File: config.mk
export PLATFORM = sky130hd
export DESIGN_NAME = ahhre_mult_pipe_flat
export DESIGN_NICKNAME = d
export VERILOG_FILES = /design/src/rtl/ahhre_mult_pipe_if.sv /design/src/rtl/ahhre_mult_pipe.sv /design/src/flat_wrapper.sv
export SDC_FILE = /design/constraint.sdc
export NUM_CORES = 1
export LEC_CHECK = 0
export ABC_AREA = 1
export BUFFER_PORTS_ARGS = -buffer_cell sky130_fd_sc_hd__buf_2
export CAP_MARGIN = 0
export CORE_UTILIZATION = 40
export CTS_BUF_LIST = sky130_fd_sc_hd__clkbuf_2
export CTS_CLUSTER_SIZE = 40
export DETAILED_ROUTE_END_ITERATION = 10
export PLACE_DENSITY_LB_ADDON = 0.2
export SLEW_MARGIN = 20
export SYNTH_ARGS = -nofsm -noshare
export SYNTH_HDL_FRONTEND = slang
export SYNTH_SLANG_ARGS = --single-unit
export TNS_END_PERCENT = 20
File: constraint.sdc
create_clock -name clk -period 11.41 [get_ports clk]
set_input_delay 1.141 -clock clk [delete_from_list [all_inputs] [get_ports clk]]
set_output_delay 1.141 -clock clk [all_outputs]
set_load 0.005 [all_outputs]
File: src/rtl/ahhre_mult_pipe_if.sv
// Operand/result stream bundle for the AHHRE approximate multiplier pipeline.
// master = producer/consumer side, slave = multiplier side.
// Ports: in_valid/in_ready/x/y/approx_en (request), out_valid/out_ready/p_out/out_approx (result).
interface ahhre_mult_pipe_if #(
  parameter int WIDTH = 16
);
  logic               in_valid;
  logic               in_ready;
  logic [WIDTH-1:0]   x;
  logic [WIDTH-1:0]   y;
  logic               approx_en;
  logic               out_valid;
  logic               out_ready;
  logic [2*WIDTH-1:0] p_out;
  logic               out_approx;

  modport master (
    output in_valid, x, y, approx_en, out_ready,
    input  in_ready, out_valid, p_out, out_approx
  );

  modport slave (
    input  in_valid, x, y, approx_en, out_ready,
    output in_ready, out_valid, p_out, out_approx
  );
endinterface

File: src/rtl/ahhre_mult_pipe.sv
// Pipelined signed approximate multiplier: low APPROX_BITS digit of y rounded to a signed
// power of two (when approx_en), upper digits exact radix-4 Booth.
// Latency LATENCY cycles accept->out_valid; one result per cycle when unstalled.
// Backpressure: out_valid && !out_ready freezes every stage; in_ready = !stall.
// Ports: clk, rst_n (synchronous, active low), bus (ahhre_mult_pipe_if.slave).
module ahhre_mult_pipe #(
  parameter int WIDTH       = 16,
  parameter int APPROX_BITS = 10,
  parameter int LATENCY     = 3
) (
  input  logic                 clk,
  input  logic                 rst_n,
  ahhre_mult_pipe_if.slave     bus
);

  localparam int K    = APPROX_BITS;
  localparam int PW   = 2 * WIDTH;
  localparam int NDIG = (WIDTH - K) / 2;
  // Result register stages after the compute logic. With LATENCY=1 the compute
  // logic sits directly on the inputs and feeds the single output register.
  localparam int R    = (LATENCY == 1) ? 1 : LATENCY - 1;

  // Rounds magnitude m to the nearest power of two, ties upward.
  // m - 2^p >= 2^(p-1) is exactly "bit p-1 set" below the leading one.
  function automatic logic [K-1:0] round_pow2(input logic [K-1:0] m);
    logic [K-1:0] r;
    int           p;
    logic         up;
    p  = 0;
    up = 1'b0;
    r  = '0;
    for (int i = 1; i < K; i++) begin
      if (m[i]) begin
        p  = i;
        up = m[i-1];
      end
    end
    if (m != '0) begin
      r = {{(K-1){1'b0}}, 1'b1} << (up ? p + 1 : p);
    end
    return r;
  endfunction

  logic                 en;
  logic                 op_vld;
  logic [WIDTH-1:0]     op_x;
  logic [WIDTH-1:0]     op_y;
  logic                 op_ae;

  logic [R-1:0]         res_vld;
  logic [R-1:0]         res_a;
  logic [PW-1:0]        res_p [R];

  assign en            = !(res_vld[R-1] && !bus.out_ready);
  assign bus.in_ready  = en;
  assign bus.out_valid = res_vld[R-1];
  assign bus.p_out     = res_p[R-1];
  assign bus.out_approx = res_a[R-1];

  // Stage 1: operand register (absent when LATENCY=1).
  generate
    if (LATENCY == 1) begin : g_no_op_reg
      assign op_vld = bus.in_valid;
      assign op_x   = bus.x;
      assign op_y   = bus.y;
      assign op_ae  = bus.approx_en;
    end else begin : g_op_reg
      always_ff @(posedge clk) begin
        if (!rst_n) begin
          op_vld <= 1'b0;
          op_x   <= '0;
          op_y   <= '0;
          op_ae  <= 1'b0;
        end else if (en) begin
          op_vld <= bus.in_valid;
          if (bus.in_valid) begin
            op_x  <= bus.x;
            op_y  <= bus.y;
            op_ae <= bus.approx_en;
          end
        end
      end
    end
  endgenerate

  // Compute: y = yh*2^K + d0. The low digit d0 is either kept (exact) or
  // replaced by its power-of-two rounding; yh*x is formed by Booth digits
  // whose lowest group borrows y[K-1], which folds the +y[K-1] into yh.
  logic                 d0_neg;
  logic [K-1:0]         d0_mag;
  logic [K-1:0]         rnd_mag;
  logic [K:0]           d0_ext;
  logic [K:0]           d0_rnd;
  logic [K:0]           d_sel;
  logic                 altered;
  logic signed [PW-1:0] xe;
  logic signed [PW-1:0] de;
  logic signed [PW-1:0] low_prod;
  logic signed [PW-1:0] hi_prod;
  logic signed [PW-1:0] pp;
  logic [2:0]           grp;
  logic [PW-1:0]        prod;

  always_comb begin
    d0_neg  = op_y[K-1];
    d0_ext  = {op_y[K-1], op_y[K-1:0]};
    d0_mag  = d0_neg ? (~op_y[K-1:0] + {{(K-1){1'b0}}, 1'b1}) : op_y[K-1:0];
    rnd_mag = round_pow2(d0_mag);
    d0_rnd  = d0_neg ? (~{1'b0, rnd_mag} + {{K{1'b0}}, 1'b1}) : {1'b0, rnd_mag};
    altered = op_ae && (d0_rnd != d0_ext);
    d_sel   = op_ae ? d0_rnd : d0_ext;

    xe       = {{WIDTH{op_x[WIDTH-1]}}, op_x};
    de       = {{(PW-K-1){d_sel[K]}}, d_sel};
    low_prod = xe * de;

    hi_prod = '0;
    pp      = '0;
    grp     = '0;
    for (int j = 0; j < NDIG; j++) begin
      grp = op_y[K+2*j+1 -: 3];
      case (grp)
        3'b001, 3'b010: pp = xe;
        3'b011:         pp = xe <<< 1;
        3'b100:         pp = -(xe <<< 1);
        3'b101, 3'b110: pp = -xe;
        default:        pp = '0;
      endcase
      hi_prod = hi_prod + (pp <<< (K + 2 * j));
    end

    // Wraparound is harmless: every legal result fits in PW bits signed.
    prod = low_prod + hi_prod;
  end

  // Result stages; the last one drives p_out/out_approx.
  always_ff @(posedge clk) begin
    if (!rst_n) begin
      res_vld <= '0;
      res_a   <= '0;
      for (int i = 0; i < R; i++) begin
        res_p[i] <= '0;
      end
    end else if (en) begin
      res_vld[0] <= op_vld;
      if (op_vld) begin
        res_p[0] <= prod;
        res_a[0] <= altered;
      end
      for (int i = 1; i < R; i++) begin
        res_vld[i] <= res_vld[i-1];
        if (res_vld[i-1]) begin
          res_p[i] <= res_p[i-1];
          res_a[i] <= res_a[i-1];
        end
      end
    end
  end

endmodule
File: src/flat_wrapper.sv
// flat-port wrapper written by rule: the top's interface ports become plain ports
module ahhre_mult_pipe_flat 
#(
  parameter int WIDTH       = 16,
  parameter int APPROX_BITS = 10,
  parameter int LATENCY     = 3
)
  (clk, rst_n, bus_in_valid, bus_x, bus_y, bus_approx_en, bus_out_ready, bus_in_ready, bus_out_valid, bus_p_out, bus_out_approx);
  ahhre_mult_pipe_if #(.WIDTH(WIDTH)) bus_i ();
  input  logic clk;
  input  logic rst_n;
  input wire logic [$bits(bus_i.in_valid)-1:0] bus_in_valid;
  input wire logic [$bits(bus_i.x)-1:0] bus_x;
  input wire logic [$bits(bus_i.y)-1:0] bus_y;
  input wire logic [$bits(bus_i.approx_en)-1:0] bus_approx_en;
  input wire logic [$bits(bus_i.out_ready)-1:0] bus_out_ready;
  output wire logic [$bits(bus_i.in_ready)-1:0] bus_in_ready;
  output wire logic [$bits(bus_i.out_valid)-1:0] bus_out_valid;
  output wire logic [$bits(bus_i.p_out)-1:0] bus_p_out;
  output wire logic [$bits(bus_i.out_approx)-1:0] bus_out_approx;
  assign bus_i.in_valid = bus_in_valid;
  assign bus_i.x = bus_x;
  assign bus_i.y = bus_y;
  assign bus_i.approx_en = bus_approx_en;
  assign bus_i.out_ready = bus_out_ready;
  assign bus_in_ready = bus_i.in_ready;
  assign bus_out_valid = bus_i.out_valid;
  assign bus_p_out = bus_i.p_out;
  assign bus_out_approx = bus_i.out_approx;
  ahhre_mult_pipe #(.WIDTH(WIDTH), .APPROX_BITS(APPROX_BITS), .LATENCY(LATENCY)) u_core (.clk(clk), .rst_n(rst_n), .bus(bus_i));
endmodule
**Word-level counts from Yosys, hierarchy flattened**

Memory sizes are Yosys's and may differ from the RTL's.
Index checks and enable logic that the tools add are counted.

- Add/sub/neg operators: 8
- $mul: 1
- Divide/modulo/power cells: 0
- $lt $le $gt $ge: 0
- Equality and inequality tests: 19
- Shift-type cells: 1
- Multiplexer cells: 37
- Bitwise logic cells: 5
- Reductions and logical operators: 14

Operators with widths:

| cell | count |
|---|---|
| $add 32x32->32 | 3 |
| $mux 32 | 3 |
| $pmux 22 s4 | 1 |
| $pmux 20 s4 | 1 |
| $pmux 18 s4 | 1 |
| $shl 1x32->10 const A | 1 |
| $eq 3x3->1 const B | 9 |
| $mul 16x11->27 | 1 |
| $mux 11 | 2 |
| $neg 16->22 | 1 |
| $neg 17->22 | 1 |
| $mux 10 | 2 |
| $mux 1 | 19 |
| $eq 3x2->1 const B | 6 |
| $mux 3 | 4 |
| $reduce_or 2->1 | 6 |
| $add 11x1->11 const B | 1 |
| $ne 11x11->1 | 1 |
| $not 10->11 | 1 |
| $add 10x1->10 const B | 1 |
| $not 10->10 | 1 |
| $reduce_bool 10->1 | 1 |
| $eq 3x1->1 const B | 3 |
| $mux 4 | 2 |
| 7 further kinds | 13 |

- Flip-flop bits (word level): 38
- Bits in latches: 0
- Memory bits (writable): 64
- ROM bits: 0
- Bits of input ports: 37
- Output and inout port bits: 35
- Logic and storage cells: 93
- Memories kept: 1

Memory list:

| name | words | bits a word | rd ports | clocked after memory_dff | wr ports | line | RTL |
|---|---|---|---|---|---|---|---|
| u_core.res_p | 2 | 32 | 2 | 0 | 2 | ahhre_mult_pipe.sv:52 | `logic [PW-1:0] res_p [R];` |

**Longest topological paths before layout**

- Depth after elaboration: 23
- Mapped depth: 71
- Depth with buffers taken out: 71

**Worst setup path after synthesis**

Ideal clock, no wire load.

- Path kind: register -> register
- Start: register u_core.op_y[0]
- End: memory u_core.res_p[0][31] in the netlist's numbering (data pin)
- Setup time: 255 ps
- Arrival time: 9,731 ps
- Data required time: 11,155 ps
- Path slack: 1,424 ps
- Cell stages (with the launch flop): 63
- Buffers on the path: 1
- Period minus slack after synthesis: 9,986 ps
- Cells stage by stage: dfxtp_1 > inv_1 > ha_1 > inv_1 > nor2_1 > nand3_1 > nand2_2 > xor2_2 > nand2_1 > nor2_1 > nor2_1 > ha_1 > inv_1 > nand2_1 > nand2_1 > nand2_2 > nand2_4 > inv_2 > [... 27 more ...] > inv_1 > ha_1 > a21o_1 > nand2_1 > nand2_1 > nor2_1 > o21ai_0 > a21oi_1 > o21ai_0 > a21boi_0 > o21ai_0 > nand2_1 > nand2_1 > a21oi_1 > xnor2_1 > inv_1 > a21oi_1 > nor2_1

RTL lines:

| what | line | RTL |
|---|---|---|
| from (decl) | ahhre_mult_pipe.sv:47 | `logic [WIDTH-1:0] op_y;` |
| from (signal assigned) | ahhre_mult_pipe.sv:78 | `op_y <= bus.y;` |
| to (decl) | ahhre_mult_pipe.sv:52 |  |

==> run_results.csv <==
group,metric,value,unit
die,num_io_pins,72,
routing,vias_per_cell,5.122,
setup_path,worstSetupPathDepth,62,
synthesis,muxShareOfSynthArea,0,
timing,worstMarginPinSlew,0.8717,ns
cells_and_area,syn2layout_area_growth,5.768,%
placed_design,dpl-instance-area,0.01508,sq mm
placed_design,gp_congestion,0.8843,
setup_path,crit_arrival,11.04,ns
grt,overflow,0,
setup_path,worstPathRequired,11.89,ns
routing,first_pass_iters,10,
cells_and_area,fin_nets,2180,
cells_and_area,fin_util,0.4318,
synthesis,yosysWarnings,0,
power_and_ir_drop,vdd_ir_drop_max,0.0001843,V
timing,setup_tns,0,ns
timing,whs,0.4761,ns
grt,grt-busiest-layer,"met2",
setup_path,critPathTopFamily,"adder cells",
synthesis,synth-edff-count,64,
cells_and_area,fillCellCount,3694,
timing,drv_slew,0,
setup_path,critPathMaxFanout,14,
cts,cts_sinks,102,
routing,postRouteAntennaNets,0,
synthesis,synthSimpleGateAreaFrac,0.1845,
synthesis,async_flop_share,0,
cts,clk_pin_slew,0.33,ns
worst_hold_path,min_to,"u_core.res_a[1]$_SDFFE_PN0P_",
synthesis,ys_ff_latch,102,
grt,use_met1,0.3146,
cells_and_area,drive_gt1_frac,0.1180,
placed_design,post-place-ws,0.2759,ns
cts,ctsRootBufferMaster,"clkbuf_2",
setup_path,critPathMaxStageDelay,0.54,ns
synthesis,syn_nets,2172,
run,cap_violations,0,
routing,drc_errors,18,
synthesis,synth_top_family_by_area,"adder cells",
die,die_h,192.8,microns
routing,first_iter_violations,1011,
die,fp.dieArea,0.03715,sq mm
setup_path,r2r_slack,0.85,ns
cells_and_area,layoutNonFillerInstCount,2326,
grt,use_met3,0.02891,
cts,clk_latency,0.69,ns
timing,min_period,10.56,ns
grt,grt_pass1_wl,65860,microns
power_and_ir_drop,finalPower,3.738,mW
grt,antenna_found_initial,1,
synthesis,synth-xor-area-share,0.02158,
die,core_region_area,0.03566,sq mm
worst_hold_path,min_path_cells,2,
routing,wl_per_cell,17.12,microns
die,rows,69,
setup_path,path_buf_inv,9,
die,die_x,192.8,microns
power_and_ir_drop,p_leak,7.410,nW
setup_path,cp_slowest_cell,"fa_1",
routing,dr_total_vias,11914,
synthesis,synthAdderAreaFrac,0.3463,
timing,slew_headroom,0.4150,
routing,drt-total-wl,39810,microns
placed_design,hpwl,31370,microns
synthesis,synth_area,0.01456,sq mm
grt,track_usage,0.2296,
timing,final-hold-violation-count,0,
synthesis,postSynthCellCount,1851,
grt,grt_pass1_vias,11971,
timing,rsz0062_at_grt,"no",
grt,grt_max_degree,66,
placed_design,dp_cells,2300,
grt,grt_use_met2,0.3824,
cts,htreeDepth,3,
die,initial_core_util,0.4082,
setup_path,r2r_cells,62,
timing,layout_setup_ws,0.8531,ns
setup_path,r2r_end,"u_core.res_p[0][31]$_SDFFCE_PN0P_",
synthesis,synth-compound-area-share,0.1185,
timing,max_freq,94.72,MHz
synthesis,synthFlopType,"edfxtp_1",
setup_path,path_common_cell,"nand2_1",
run_status,violations,"design-rule violations",
synthesis,ys_types,53,
setup_path,r2r_start,"u_core.op_y[0]$_SDFFE_PN0P_",
worst_hold_path,hp-start,"u_core.res_a[1]$_SDFFE_PN0P_",
placed_design,io_buffers,71,
setup_path,crit_type,"reg2reg",
cts,cts_buffers,9,
timing,fin_skew,0.07156,ns
synthesis,seq_area_frac_synth,0.1843,
setup_path,cp-start-kind,"register",
timing,period_share,0.9252,
worst_hold_path,hold_class,"reg2reg",
synthesis,syn_area_per_cell,7.863,sq um
cts,cts_tree,"built",
cts,cts_buffer_depth,2,
power_and_ir_drop,power-per-cell-area,242.8,mW/mm^2
run_status,status,"finished with violations",
setup_path,end_kind,"register",
timing,finalSetupViolations,0,
cells_and_area,fin_area,0.01539,sq mm
## registers in the layout, indices dropped and copies added, names as in the netlist
| name | flops |
|---|---|
| u_core.res_p | 64 |
| u_core.op_x | 16 |
| u_core.op_y | 16 |
| u_core.res_a | 2 |
| u_core.res_vld | 2 |
| u_core.op_ae | 1 |
| u_core.op_vld | 1 |
## worst register-to-register path, delay by kind of cell, from the launching register on
| family | cells | cell delay [ns] |
|---|---|---|
| flops | 1 | 0.43 |
| buf+inv | 9 | 0.63 |
| simple gates | 28 | 2.66 |
| xor+xnor | 3 | 0.50 |
| fa+ha+maj | 12 | 4.67 |
| compound gates | 10 | 1.47 |
## Yosys cell counts (10+ instances only)
cell type	n	area [sq um]
nor2_1	228	855.8
buf_4	34	255.2
inv_1	398	1494
edfxtp_1	64	1922
nor2_2	17	106.4
a221oi_1	18	157.7
xnor2_1	13	113.9
dfxtp_1	38	760.7
a21oi_1	101	505.5
inv_2	14	52.55
o21ai_0	77	385.4
nand2_1	253	949.7
xor2_1	21	183.9
fa_1	198	3964
nand3_1	58	290.3
clkbuf_1	56	210.2
nor2_4	10	112.6
ha_1	86	1076
o22ai_1	68	425.4
nand2_2	15	93.84
## routing by layer
metal	part of all wire	vias up
met2	0.47	340
met1	0.46	5781
li1	-	5740
met5	0	-
met3	0.049	53
met4	0.021	0
## cell type report
| type | count | area, sq um | share of cell area |
|---|---|---|---|
| diodes | 1 | 2.502 | 0.0001625 |
| multi-input cells | 1230 | 9896 | 0.6428 |
| clock buffers | 9 | 45.04 | 0.002926 |
| clock inverters | 7 | 53.80 | 0.003495 |
| inverters | 418 | 1574 | 0.1022 |
| repair buffers | 98 | 558.0 | 0.03625 |
| well taps | 461 | 576.8 | 0.03747 |
| flip-flops and latches | 102 | 2689 | 0.1747 |
## logic make-up (layout without fill, tap and decap cells)
logic type | count (synthesis) | count (layout)
buffers and inverters | 519 | 532
AOI/OAI and AO/OA | 296 | 296
DFF | 102 | 102
and+or+nand+nor | 615 | 615
other | 0 | 1
xor gates and xnor gates | 35 | 35
adders and majority gates | 284 | 284
## layout by cell type, fill, tap and decap left out, types with 3 or more instances in the layout
cell type  instances
inv_1            396
nand2_1          248
nor2_1           226
fa_1             197
a21oi_1           94
ha_1              84
o21ai_0           71
buf_2             71
o22ai_1           68
edfxtp_1          64
nand3_1           58
dfxtp_1           35
buf_4             27
xor2_1            20
nand2_2           18
nor2_2            18
a221oi_1          18
inv_2             15
xnor2_1           13
nor2_4            11
o21ai_1           10
clkbuf_2           9
nand4_1            8
a21oi_2            8
nor3_1             8
o21ai_2            6
nand2_4            6
clkinv_1           6
o21a_1             5
nand3_2            4
nand3b_1           3
a21o_1             3
## repair_timing
| item | in CTS | in global routing |
|---|---|---|
| hold buffers | 0 | 0 |
| buffers inserted | 0 | 9 |
| setup endpoints to repair | 0 | 7 |
| gates resized for setup | 0 | 41 |
## worst max-delay path by stage
| stage | from | endpoint | slack (ns) |
|---|---|---|---|
| detailed placement | u_core.op_y[0]$_SDFFE_PN0P_ | u_core.res_p[0][31]$_SDFFCE_PN0P_ | 0.28 |
| global placement | u_core.op_y[0]$_SDFFE_PN0P_ | u_core.res_p[0][31]$_SDFFCE_PN0P_ | 0.33 |
| global route | u_core.op_y[0]$_SDFFE_PN0P_ | u_core.res_p[0][26]$_SDFFCE_PN0P_ | 0.008 |
| floorplan | u_core.op_y[0]$_SDFFE_PN0P_ | u_core.res_p[0][31]$_SDFFCE_PN0P_ | 1.42 |
| finish | u_core.op_y[0]$_SDFFE_PN0P_ | u_core.res_p[0][31]$_SDFFCE_PN0P_ | 0.85 |
| CTS | u_core.op_y[0]$_SDFFE_PN0P_ | u_core.res_p[0][31]$_SDFFCE_PN0P_ | 0.20 |
## where the power goes
| group | leakage [nW] | total (mW) | switching (mW) | internal (mW) |
|---|---|---|---|---|
| sequential | 0.992 | 0.516 | 0.0423 | 0.474 |
| clock | 0.0689 | 0.169 | 0.137 | 0.0322 |
| combinational | 6.35 | 3.05 | 1.92 | 1.14 |
No activity file was read; power rests on OpenSTA's default activity.
